File: config.mk
export PLATFORM = sky130hd
export DESIGN_NAME = tile_match_judge
export DESIGN_NICKNAME = d
export VERILOG_FILES = /design/src/rtl/tile_match_pkg.sv /design/src/rtl/player_rotator.sv /design/src/rtl/tile_match_judge.sv
export SDC_FILE = /design/constraint.sdc
export NUM_CORES = 1
export LEC_CHECK = 0
export CORE_AREA = 2 2 55 77
export DETAILED_ROUTE_END_ITERATION = 10
export DIE_AREA = 0 0 57 79
export PLACE_DENSITY = 0.43
export SYNTH_ARGS = -nofsm -noshare
export SYNTH_HDL_FRONTEND = slang
export SYNTH_SLANG_ARGS = --single-unit
File: constraint.sdc
create_clock -name clk -period 1.8 [get_ports clk]
set_input_delay 0.36 -clock clk [delete_from_list [all_inputs] [get_ports clk]]
set_output_delay 0.36 -clock clk [all_outputs]
set_load 0.05 [all_outputs]
File: src/rtl/tile_match_pkg.sv
// Shared types and helpers for the tile-matching turn judge.
package tile_match_pkg;

  // Tile code width used when the top level is not overridden.
  localparam int TILE_W_DEFAULT = 4;

  // Judge FSM states.
  typedef enum logic [1:0] {
    ST_IDLE      = 2'd0,
    ST_WAIT_EDGE = 2'd1,
    ST_JUDGE     = 2'd2
  } state_t;

  // Width of a player index. It is never narrower than one bit, so a
  // single-player game still has a legal port.
  function automatic int pid_width(input int players);
    return (players <= 2) ? 1 : $clog2(players);
  endfunction

endpackage

File: src/rtl/player_rotator.sv
// Owns the active player index and that player's consecutive-match streak.
module player_rotator
  import tile_match_pkg::*;
#(
  parameter int PLAYERS  = 2,
  parameter int STREAK_W = 4,
  parameter int PID_W    = pid_width(PLAYERS)
) (
  input  logic                clk,
  input  logic                rst_n,
  input  logic                clear,       // synchronous restart
  input  logic                advance,     // miss: hand the turn on
  input  logic                hit,         // match: extend the streak
  output logic [PID_W-1:0]    cur_player,
  output logic [STREAK_W-1:0] streak,
  output logic [STREAK_W-1:0] streak_inc   // value the streak takes on a hit
);

  localparam logic [STREAK_W-1:0] STREAK_MAX  = '1;
  localparam logic [PID_W-1:0]    LAST_PLAYER = PID_W'(PLAYERS - 1);

  // Saturating increment; the win latch compares against this value.
  assign streak_inc = (streak == STREAK_MAX) ? streak : streak + 1'b1;

  // Player and streak registers: a hit extends the streak, a miss clears it
  // and passes the turn, wrapping after the last player.
  always_ff @(posedge clk or negedge rst_n) begin
    // NOTE: sequential state uses non-blocking assignments only, so every
    // flop samples pre-edge values regardless of statement order.
    if (!rst_n) begin
      cur_player <= '0;
      streak     <= '0;
    end else if (clear) begin
      cur_player <= '0;
      streak     <= '0;
    end else if (hit) begin
      streak <= streak_inc;
    end else if (advance) begin
      streak     <= '0;
      cur_player <= (cur_player == LAST_PLAYER) ? '0 : cur_player + 1'b1;
    end
  end

endmodule

File: src/rtl/tile_match_judge.sv
// Turn judge: captures centre then edge tile, compares them, reports a
// one-cycle verdict and keeps turn, streak and win state.
module tile_match_judge
  import tile_match_pkg::*;
#(
  parameter int TILE_W     = TILE_W_DEFAULT,
  parameter int PLAYERS    = 2,
  parameter int WIN_STREAK = 12,
  parameter int STREAK_W   = 4,
  parameter int PID_W      = pid_width(PLAYERS)
) (
  input  logic                clk,
  input  logic                rst_n,
  input  logic                new_game,
  input  logic                center_valid,
  input  logic [TILE_W-1:0]   center_tile,
  output logic                center_ready,
  input  logic                edge_valid,
  input  logic [TILE_W-1:0]   edge_tile,
  output logic                edge_ready,
  input  logic                turn_abort,
  output logic                result_valid,
  output logic                result_match,
  output logic [PID_W-1:0]    result_player,
  output logic [PID_W-1:0]    cur_player,
  output logic [STREAK_W-1:0] streak,
  output logic                game_over,
  output logic [PID_W-1:0]    winner
);

  localparam logic [STREAK_W-1:0] WIN_VAL = STREAK_W'(WIN_STREAK);

  state_t              state_q, state_d;
  logic [TILE_W-1:0]   center_q, edge_q;
  logic [STREAK_W-1:0] streak_inc;
  logic                tiles_equal, judge_commit, hit, advance;

  // Outputs decode only from registers, so no input reaches an output
  // combinationally.
  assign center_ready  = (state_q == ST_IDLE) && !game_over;
  assign edge_ready    = (state_q == ST_WAIT_EDGE);
  assign tiles_equal   = (center_q == edge_q);
  assign result_valid  = (state_q == ST_JUDGE);
  assign result_match  = result_valid && tiles_equal;
  assign result_player = cur_player;

  // The verdict scores at the edge ending JUDGE unless the turn is aborted
  // or the game restarted in that cycle.
  assign judge_commit = (state_q == ST_JUDGE) && !turn_abort && !new_game;
  assign hit          = judge_commit && tiles_equal;
  assign advance      = judge_commit && !tiles_equal;

  // Next-state logic: centre, then edge, then a single judge cycle; abort
  // overrides any handshake.
  always_comb begin
    // NOTE: the default assignment first keeps this block free of latches
    // on paths that do not change state.
    state_d = state_q;
    unique case (state_q)
      ST_IDLE:      if (center_valid && center_ready) state_d = ST_WAIT_EDGE;
      ST_WAIT_EDGE: if (edge_valid) state_d = ST_JUDGE;
      ST_JUDGE:     state_d = ST_IDLE;
      default:      state_d = ST_IDLE;
    endcase
    if (turn_abort) state_d = ST_IDLE;
  end

  // State register; new_game restarts like reset.
  always_ff @(posedge clk or negedge rst_n) begin
    if (!rst_n)        state_q <= ST_IDLE;
    else if (new_game) state_q <= ST_IDLE;
    else               state_q <= state_d;
  end

  // Tile capture registers, loaded on their accepting handshakes.
  always_ff @(posedge clk or negedge rst_n) begin
    // NOTE: these are plain flops, not a memory array, so resetting them
    // costs nothing and keeps the compare deterministic after restart.
    if (!rst_n) begin
      center_q <= '0;
      edge_q   <= '0;
    end else if (new_game) begin
      center_q <= '0;
      edge_q   <= '0;
    end else begin
      if (state_q == ST_IDLE && center_valid && center_ready)
        center_q <= center_tile;
      if (state_q == ST_WAIT_EDGE && edge_valid && !turn_abort)
        edge_q <= edge_tile;
    end
  end

  // Sticky win latch: the first hit that brings the streak to WIN_STREAK
  // records the winner until restart.
  always_ff @(posedge clk or negedge rst_n) begin
    if (!rst_n) begin
      game_over <= 1'b0;
      winner    <= '0;
    end else if (new_game) begin
      game_over <= 1'b0;
      winner    <= '0;
    end else if (hit && !game_over && streak_inc == WIN_VAL) begin
      game_over <= 1'b1;
      winner    <= cur_player;
    end
  end

  player_rotator #(
    .PLAYERS  (PLAYERS),
    .STREAK_W (STREAK_W),
    .PID_W    (PID_W)
  ) u_rotator (
    .clk        (clk),
    .rst_n      (rst_n),
    .clear      (new_game),
    .advance    (advance),
    .hit        (hit),
    .cur_player (cur_player),
    .streak     (streak),
    .streak_inc (streak_inc)
  );

endmodule

==> impl_metrics.ini <==
[sta]
clock.fmax_mhz = 567.3
setup_tns_ps = 0
report.final.setup_viol = 0
final_period_utilization_pct = 97.93
final.min_clock_period_ps = 1763
finalHoldWorstSlack_ps = 432.2
grt_setup_unrepaired = yes
slew-limit-headroom_pct = 77.93
worst-slew-pin-transition_ps = 329.2
worst_clock_skew_ps = 3.992
timing.final.hold_violations = 0
final_critical_path_setup_slack_ps = 37.26
slew_violations = 0

[synthesis]
netlist.area_leader.share_pct = 46.20
post_synth_num_cell_types = 33
synth_sequential_area_ratio_pct = 46.20
yosys_register_bits = 17
avgSynthCellArea_sq_um = 10.23
yosys_top_cell_by_area = sky130_fd_sc_hd__dfrtp_1
ys_warn_count = 0
synthesis.area_sq_um = 920.9
synth_cells = 90
synthTopCellsByArea = sky130_fd_sc_hd__dfrtp_1 (46%), sky130_fd_sc_hd__mux2i_1 (5.4%), sky130_fd_sc_hd__nor2_1 (5.3%), sky130_fd_sc_hd__a21oi_1 (4.3%), sky130_fd_sc_hd__a22o_1 (3.8%)
postSynthNetCount = 105

[die]
die_w_microns = 57
dieArea_sq_mm = 0.004503
pin_count = 26
die_height_microns = 79
floorplan.initialDensity_pct = 23.91
core_area_sq_mm = 0.003851
placementRows = 27

[critical_path]
rr_worst_depth = 6
timing.critical_path.fanout_max = 3
cp.buffers_inverters = 1
slowest_stage = sky130_fd_sc_hd__dfrtp_1
timing.critical_path.cells = xnor2_1 > nand4_2 > nor2_4 > buf_12
critPathKind = reg2out
cp_num_cells = 4
critPathRequiredTime_ps = 1440
cp_slowest_stage_delay_ps = 420
worst_path_dominant_cell_family = flip-flops
worst_setup_path_end_kind = output pin
worstPathArrival_ps = 1400
timing.critical_path.from_type = flop

[clocking]
ctsHoldBuffers = 0
clock_tree.buffer_depth = 2
h-tree-depth = 1
tritoncts_num_sinks = 17
path_clk_slew_ps = 60
tritoncts = yes
worstSkewPairLatency_ps = 250
post_cts_buffers = 0
cell_at_the_root_of_the_clock_tree = sky130_fd_sc_hd__clkbuf_8
numCtsBuffers = 3

[power_and_ir_drop]
power.share.sequential_pct = 50.1
leakagePower_nw = 0.5722
power.share.combinational_pct = 14.9
part_of_the_total_power_dissipated_in_the_clock_network_pct = 35.1
switching_power_mw = 0.1863
p_sw_share_pct = 23.46
power_density_mw_per_mm2 = 593.9
internal_power_mw = 0.6080
irDropWorstVdd_uv = 348.6

[flow_run]
max_cap_viol = 0

[cells_and_area]
seq_area_sq_um = 427.9
n_antenna_cell = 0
multi_input_area_sq_um = 452.9
drive_gt1_share_pct = 26.45
n_fill_cell = 417
post_layout_cell_count = 164
num-nets-final = 137
area.growth.synth_to_final_pct = 45.24
final_area_sq_mm = 0.001338

[global_routing]
grt_start_max_net_pins = 18
grt_usage_pct = 10.40
grt-ovfl-total = 0
grt_pass1_vias = 794
grt_antenna_before_repair = 0
grt_pass1_wl_microns = 3615

[routing]
detail_route.vias_per_cell = 4.646
post_drt_antenna_nets = 0
drt_wl_cell_microns = 12.99
drt_drc_violations_left = 0
route.vias.total = 762
drt_wl_total_microns = 2131
first_pass_iters = 4
drt_iter0_markers = 13

[place]
dpl_cell_area_sq_mm = 0.001281
place.port_buffers = 25
dpl.cell_count = 160
place_worst_setup_slack_ps = 101.6
place_congestion = 0.7722
hpwlAfterDp_microns = 1766

[min_path]
hold_class = in2async

[outcome]
status = complete, no violations
[worst reg2reg max path, cell delays in order, from the launching register on]
cell,delay (ps)
sky130_fd_sc_hd__dfrtp_2,430
sky130_fd_sc_hd__ha_1,340
sky130_fd_sc_hd__nor4b_1,250
sky130_fd_sc_hd__a32oi_1,150
sky130_fd_sc_hd__o21ai_2,120
sky130_fd_sc_hd__nand4_1,120
sky130_fd_sc_hd__a21oi_1,150
[cells in the final DEF (no fill, tap or decap), types with 2 or more instances in the layout]
master	instances
sky130_fd_sc_hd__a21oi_1	8
sky130_fd_sc_hd__a22o_1	4
sky130_fd_sc_hd__buf_12	5
sky130_fd_sc_hd__buf_4	14
sky130_fd_sc_hd__clkbuf_8	3
sky130_fd_sc_hd__clkdlybuf4s50_1	13
sky130_fd_sc_hd__dfrtp_1	15
sky130_fd_sc_hd__dfrtp_2	2
sky130_fd_sc_hd__inv_1	6
sky130_fd_sc_hd__mux2i_1	5
sky130_fd_sc_hd__nand2_1	3
sky130_fd_sc_hd__nand3_1	3
sky130_fd_sc_hd__nand3b_1	2
sky130_fd_sc_hd__nor2_1	12
sky130_fd_sc_hd__xnor2_1	4
[sequential cells by signal (all words and copies together), names as in the netlist]
name,flops
u_rotator.cur_player,1
state_q,2
game_over,1
edge_q,4
winner,1
center_q,4
u_rotator.streak,4
[what timing repair did]
action                                  4_1_cts  5_1_grt
endpoints found under the setup margin        1        2
resized for setup                             1        2
pin swaps                                     0        1
hold endpoints to repair                      0        0
[path summary, 6_finish.rpt]
check	start	to	slack [ps]
min reg2reg	edge_q[2]$_DFFE_PN0P_	edge_q[2]$_DFFE_PN0P_	540
max	edge_q[1]$_DFFE_PN0P_	result_match	40
max in group asynchronous	rst_n	u_rotator.streak[0]$_DFFE_PN0P_	1170
max reg2reg	u_rotator.streak[1]$_DFFE_PN0P_	winner$_DFFE_PN0P_	180
min	rst_n	center_q[0]$_DFFE_PN0P_	430
min in group clk	edge_q[2]$_DFFE_PN0P_	edge_q[2]$_DFFE_PN0P_	540
[kinds of logic (layout without fill, tap and decap cells)]
| group | Yosys count | after routing | synth area share [%] |
|---|---|---|---|
| and+or+nand+nor | 34 | 34 | 22.01 |
| AOI/OAI and AO/OA | 17 | 17 | 12.91 |
| DFF | 17 | 17 | 46.20 |
| buffers and inverters | 11 | 42 | 7.335 |
| xor gates and xnor gates | 5 | 5 | 4.755 |
| muxes | 5 | 5 | 5.435 |
| adders and majority gates | 1 | 1 | 1.358 |
[per-stage QoR]
step / utilization (%) / total power [mW]
global placement: 33.27 / 0.5223
global route: 34.73 / 0.8311
CTS: 34.50 / 0.8031
detailed placement: 33.27 / 0.5227
finish: 34.73 / 0.7944
floorplan: - / 0.4594
[synthesized netlist by cell type (all sizes together)]
cell    instances
dfrtp          17
nor2           13
a21oi           8
inv             6
mux2i           5
a22o            4
buf             4
xnor2           4
nand2           3
nand3           3
nand3b          2
nand4           2
nor3            2
nor4            2
o21ai           2
a31o            1
a32oi           1
a41oi           1
and2            1
and3            1
clkbuf          1
ha              1
nand2b          1
nor2b           1
nor3b           1
nor4b           1
nor4bb          1
xor2            1
[cell type report]
cell class                      count  area share [%]
Clock buffer                        4           3.368
Inverter                            6           1.684
Multi-Input combinational cell     62           33.86
Sequential cell                    17           31.99
Tap cell                           43           4.022
Timing Repair Buffer               32           25.07
[routing by layer]
layer | track usage, % | part of all wire (%)
met3 | 2.443 | 5.3
met1 | 11.03 | 38
met4 | 3.488 | 1.6
met5 | 0 | 0
met2 | 19.66 | 55
[power groups by stage]
stage / sequential (mW) / combinational (mW) / clock (mW)
3_3_place_gp: 0.405 / 0.117 / 0
4_1_cts: 0.398 / 0.118 / 0.286
5_1_grt: 0.398 / 0.127 / 0.305
3_5_place_dp: 0.405 / 0.118 / 0
6_report: 0.398 / 0.118 / 0.278
2_1_floorplan: 0.403 / 0.0560 / 0
Note: power is estimated with default switching activity, not from simulation.
